## src/rtl/cnoc_indication_deframer.sv

```systemverilog
// rtl/cnoc_indication_deframer.sv - reassembles framed CNoC indication words into wide message records
module cnoc_indication_deframer #(
   parameter int MAX_PAYLOAD = 4
) (
   input  logic                     CLK,
   input  logic                     RST_N,
   input  logic [31:0]              in_first,
   input  logic                     in_avail,
   output logic                     in_deq,
   output logic                     out_valid,
   input  logic                     out_ready,
   output logic [15:0]              out_portal,
   output logic [15:0]              out_method,
   output logic [15:0]              out_words,
   output logic [32*MAX_PAYLOAD-1:0] out_payload,
   output logic                     out_overflow,
   output logic                     out_mismatch,
   output logic [15:0]              msg_count
);

   typedef enum logic [1:0] {
      ST_PORTAL  = 2'd0,
      ST_HEADER  = 2'd1,
      ST_PAYLOAD = 2'd2,
      ST_PRESENT = 2'd3
   } state_t;

   state_t                   r_state;
   logic                     r_valid;
   logic [15:0]              r_portal;
   logic [15:0]              r_plen;
   logic [15:0]              r_method;
   logic [15:0]              r_words;
   logic [32*MAX_PAYLOAD-1:0] r_payload;
   logic                     r_overflow;
   logic                     r_mismatch;
   logic [15:0]              r_remaining;
   logic [15:0]              r_idx;
   logic [15:0]              r_msg_count;

   logic [15:0]              w_hlen;
   logic [15:0]              w_words;
   logic [15:0]              w_plen_m1;
   logic                     w_deq;

   // Header-derived quantities; the header length is authoritative for how many payload words follow.
   always_comb begin
      w_hlen    = in_first[15:0];
      w_words   = (w_hlen == 16'd0) ? 16'd0 : (w_hlen - 16'd1);
      w_plen_m1 = r_plen - 16'd1;
      w_deq     = in_avail && (r_state != ST_PRESENT);
   end

   // Framing state machine: one word consumed per cycle while parsing, stall while presenting.
   always_ff @(posedge CLK) begin
      if (!RST_N) begin
         r_state     <= ST_PORTAL;
         r_valid     <= 1'b0;
         r_portal    <= '0;
         r_plen      <= '0;
         r_method    <= '0;
         r_words     <= '0;
         r_payload   <= '0;
         r_overflow  <= 1'b0;
         r_mismatch  <= 1'b0;
         r_remaining <= '0;
         r_idx       <= '0;
         r_msg_count <= '0;
      end else begin
         case (r_state)
            ST_PORTAL: begin
               if (in_avail) begin
                  r_payload  <= '0;
                  r_overflow <= 1'b0;
                  r_mismatch <= 1'b0;
                  r_portal   <= in_first[31:16];
                  r_plen     <= in_first[15:0];
                  r_state    <= ST_HEADER;
               end
            end
            ST_HEADER: begin
               if (in_avail) begin
                  r_method    <= in_first[31:16];
                  r_mismatch  <= (w_hlen != w_plen_m1);
                  r_words     <= w_words;
                  r_remaining <= w_words;
                  r_idx       <= '0;
                  if (w_words == 16'd0) begin
                     r_state <= ST_PRESENT;
                     r_valid <= 1'b1;
                  end else begin
                     r_state <= ST_PAYLOAD;
                  end
               end
            end
            ST_PAYLOAD: begin
               if (in_avail) begin
                  for (int k = 0; k < MAX_PAYLOAD; k++) begin
                     if (r_idx == 16'(k)) begin
                        r_payload[32*k +: 32] <= in_first;
                     end
                  end
                  // Words beyond storage are still consumed so the stream stays aligned.
                  if (r_idx >= 16'(MAX_PAYLOAD)) begin
                     r_overflow <= 1'b1;
                  end
                  if (r_idx != 16'hFFFF) begin
                     r_idx <= r_idx + 16'd1;
                  end
                  r_remaining <= r_remaining - 16'd1;
                  if (r_remaining == 16'd1) begin
                     r_state <= ST_PRESENT;
                     r_valid <= 1'b1;
                  end
               end
            end
            ST_PRESENT: begin
               if (out_ready) begin
                  r_valid     <= 1'b0;
                  r_state     <= ST_PORTAL;
                  r_msg_count <= r_msg_count + 16'd1;
               end
            end
            default: begin
               r_state <= ST_PORTAL;
               r_valid <= 1'b0;
            end
         endcase
      end
   end

   assign in_deq       = w_deq;
   assign out_valid    = r_valid;
   assign out_portal   = r_portal;
   assign out_method   = r_method;
   assign out_words    = r_words;
   assign out_payload  = r_payload;
   assign out_overflow = r_overflow;
   assign out_mismatch = r_mismatch;
   assign msg_count    = r_msg_count;

endmodule
```

## config.mk

```make
export PLATFORM = sky130hd
export DESIGN_NAME = cnoc_indication_deframer
export DESIGN_NICKNAME = d
export VERILOG_FILES = /design/src/rtl/cnoc_indication_deframer.sv
export SDC_FILE = /design/constraint.sdc
export NUM_CORES = 1
export LEC_CHECK = 0
export ABC_AREA = 1
export BUFFER_PORTS_ARGS = -buffer_cell sky130_fd_sc_hd__clkbuf_2
export CORE_UTILIZATION = 49
export DETAILED_ROUTE_END_ITERATION = 12
export PLACE_DENSITY = 0.76
export SYNTH_ARGS = -nofsm -noshare
export SYNTH_HDL_FRONTEND = slang
export SYNTH_SLANG_ARGS = --single-unit
export TNS_END_PERCENT = 20
```

## constraint.sdc

```tcl
create_clock -name CLK -period 1.7 [get_ports CLK]
set_input_delay 0.17 -clock CLK [delete_from_list [all_inputs] [get_ports CLK]]
set_output_delay 0.17 -clock CLK [all_outputs]
set_load 0.02 [all_outputs]
```

==> results.json <==
{
  "track_usage_pct": 30.0,
  "die_y_um": 151,
  "cp.required_ns": 2.11,
  "final_cells": 2011,
  "worstMarginPinSlew_ns": 0.484,
  "setup.worst_path.end_class": "flip-flop",
  "start_util_pct": 50.6,
  "drc": 0,
  "numCtsBuffers": 25,
  "yosys_warnings": 0,
  "finalWirelength_mm": 35.3,
  "core_area_um2": 21400,
  "cp-endpoint": "r_idx[15]",
  "setup_slack_ns": -0.132,
  "ys.flop_type": "dfxtp_1",
  "clk_latency_ns": 0.54,
  "crit_chain": "buf_4 -> nand3_1 -> nor4_1 -> nand2_1 -> xor2_1 -> nor3_1 -> a21oi_1 -> nor2_1",
  "grt_overflow": 0,
  "worst-r2r-cell-count": 8,
  "ys_seq_area_share_pct": 45.4,
  "antenna_left": 0,
  "dr_total_vias": 11100,
  "clock.fmax_mhz": 546,
  "syn2layout_area_growth_pct": 38.7,
  "synth.distinct_cells": 46,
  "reg2reg_to": "r_idx[15]",
  "pin_count": 232,
  "reg2reg_from": "r_idx[1]",
  "power.density_nw_per_um2": 1710,
  "synth_edf_count": 0,
  "rrSetupSlack_ns": -0.13,
  "die_w_um": 151,
  "p_leak_nw": 6.54,
  "wire_per_inst_um": 17.6,
  "critPathArrivalTime_ns": 2.24,
  "clock-skew-final_ns": 0.0135,
  "placed_cells": 1915,
  "synth_fp_nets": 1418,
  "hold_viol_final": 0,
  "nFillCells": 1655,
  "num_rows": 53,
  "path_max_fanout": 3,
  "avgSynthCellArea_um2": 7.90,
  "clkTransAtPathRegs_ns": 0.06,
  "antenna_found_initial": 1,
  "vias_per_cell": 5.52,
  "place_area_um2": 13000,
  "fin_nets": 1767,
  "htreeDepth": 1,
  "cp-start-kind": "flip-flop",
  "drv_cap": 0,
  "status": "finished, violations left",
  "holdWs_ns": 0.0347,
  "drv_slew": 0,
  "slew-limit-headroom_pct": 67.5,
  "postSynthCellCount": 1368,
  "cts.sinks": 245,
  "clockRootBuffer": "clkbuf_16",
  "io_buffer_count": 231,
  "min_period_ns": 1.83,
  "dieArea_um2": 22700,
  "grt_pass1_vias": 10700,
  "grt_max_degree": 66,
  "ys_ff_latch": 245,
  "cp_num_cells": 8,
  "period_share_pct": 108,
  "cts_tree": "done",
  "clockBufferDepth": 3,
  "drtIter0Drc": 742,
  "grt_pass1_wl_mm": 54.2,
  "irDropWorstVdd_mv": 1.27,
  "critPathSlowestCell": "nor4_1",
  "cp-startpoint": "r_idx[1]",
  "place_congestion": 0.940,
  "synth_area_um2": 10800,
  "max_stage_delay_ns": 0.41,
  "timing.critical_path.buf_inv": 1,
  "drive_gt1_share_pct": 36.0,
  "crit_type": "reg -> reg",
  "hpwl_mm": 22.9,
  "synthArstFlopShare_pct": 0,
  "finalSetupViolations": 105,
  "firstDrtPassIters": 5,
  "failed_checks": "setup timing",
  "crit_family": "simple AND/OR/NAND/NOR gates",
  "stdcell_area_um2": 15000,
  "hp-class": "in -> reg",
  "rsz0062_at_grt": "yes"
}
cells in the final DEF, fill, tap and decap left out, types with 16 or more instances in the layout:
cell type / n
o21ai_1: 31
nor2_1: 168
inv_1: 63
nand2_1: 169
clkbuf_2: 228
dlygate4sd3_1: 16
o21ai_0: 114
clkbuf_16: 26
dfxtp_1: 238
nor2_2: 23
buf_4: 132
xor2_1: 25
nor2_4: 20
a211oi_2: 40
a21oi_1: 146
nand3_1: 64
per-layer routing:
layer	share of wire (%)	GRT usage (%)
met1	41	37.4
met3	8.2	7.36
met2	48	49.7
met5	0	0
met4	3.0	11.4
repair_timing:
item,4_1_cts,5_1_grt
resized for setup,76,98
endpoints found under the setup margin,140,182
hold endpoints to repair,45,0
hold buffers,16,0
buffers inserted,12,15
pin swaps,25,59
gates cloned,6,2
final cells by class:
class / count / area, um2 / share of cell area (%)
multi-input cells: 954 / 5640 / 37.6
flip-flops and latches: 245 / 4920 / 32.8
repair buffers: 410 / 2930 / 19.5
clock buffers: 35 / 733 / 4.89
well taps: 275 / 344 / 2.29
inverters: 81 / 325 / 2.17
clock inverters: 10 / 101 / 0.676
diodes: 1 / 2.50 / 0.0167
how the worst min path moves through the flow:
stage | from | end | slack [ns] | cells after the start
global placement | out_payload[47] | out_payload[47] | 0.45 | 2
finish | in_first[31] | out_payload[63] | 0.03 | 3
floorplan | in_first[0] | out_payload[32] | 0.33 | 2
CTS | in_first[31] | out_payload[63] | 0.007 | 3
detailed placement | out_payload[54] | out_payload[54] | 0.45 | 2
global route | in_first[31] | out_payload[63] | 0.04 | 3
kinds of logic (layout without fill, tap and decap cells):
group	after synthesis	count (layout)	share of synthesized area, %
xor+xnor	37	37	3.00
other cells	0	1	0
simple gates	525	526	21.9
fa+ha+maj	14	14	1.62
buf+inv	170	536	7.07
flops	245	245	45.4
compound gates	377	377	21.0
through the flow:
step	TNS [ns]	util, %	setup slack, ns	power [mW]
CTS	-3.41	68.1	-0.0704	25.1
global route	-15.26	70.2	-0.224	27.0
finish	-4.46	70.2	-0.132	25.7
floorplan	0	-	0.00488	14.8
detailed placement	-17.80	61.0	-0.288	18.3
global placement	-9.70	61.0	-0.235	18.1
synthesized netlist by cell type (all sizes together), types with 2 or more instances:
master	number	area, um2
nand2	188	756
or2	3	18.8
nor4	5	31.3
nor3	18	105
o211ai	7	52.6
nand3	81	425
a21oi	160	816
ha	14	175
clkbuf	51	191
a31oi	2	12.5
a211oi	48	551
nor3b	3	22.5
nor2	214	925
xor2	25	219
nand4	11	75.1
o21bai	4	30.0
inv	80	300
dfxtp	245	4900
xnor2	12	105
o21a	2	15.0
buf	38	269
o21ai	149	746
registers in the layout (all words and copies together), names as in the netlist:
| register | flops |
|---|---|
| msg_count | 16 |
| out_method | 16 |
| out_mismatch | 1 |
| out_overflow | 1 |
| out_payload | 128 |
| out_portal | 16 |
| out_valid | 1 |
| out_words | 16 |
| r_idx | 16 |
| r_plen | 16 |
| r_remaining | 16 |
| r_state | 2 |
worst register-to-register path, cell delays in order (launching register included):
cell     delay, ns
dfxtp_1       0.36
buf_4         0.14
nand3_1       0.16
nor4_1        0.41
nand2_1       0.18
xor2_1        0.17
nor3_1        0.06
a21oi_1       0.15
nor2_1        0.07
report_power, final:
group          leakage [nW]  internal [mW]  switching (mW)  total [mW]
clock                 0.406           3.18            2.39        5.58
combinational          4.13           4.59            7.15        11.7
sequential             2.01           7.36            1.02        8.39
(Power assumes the default switching activity.)
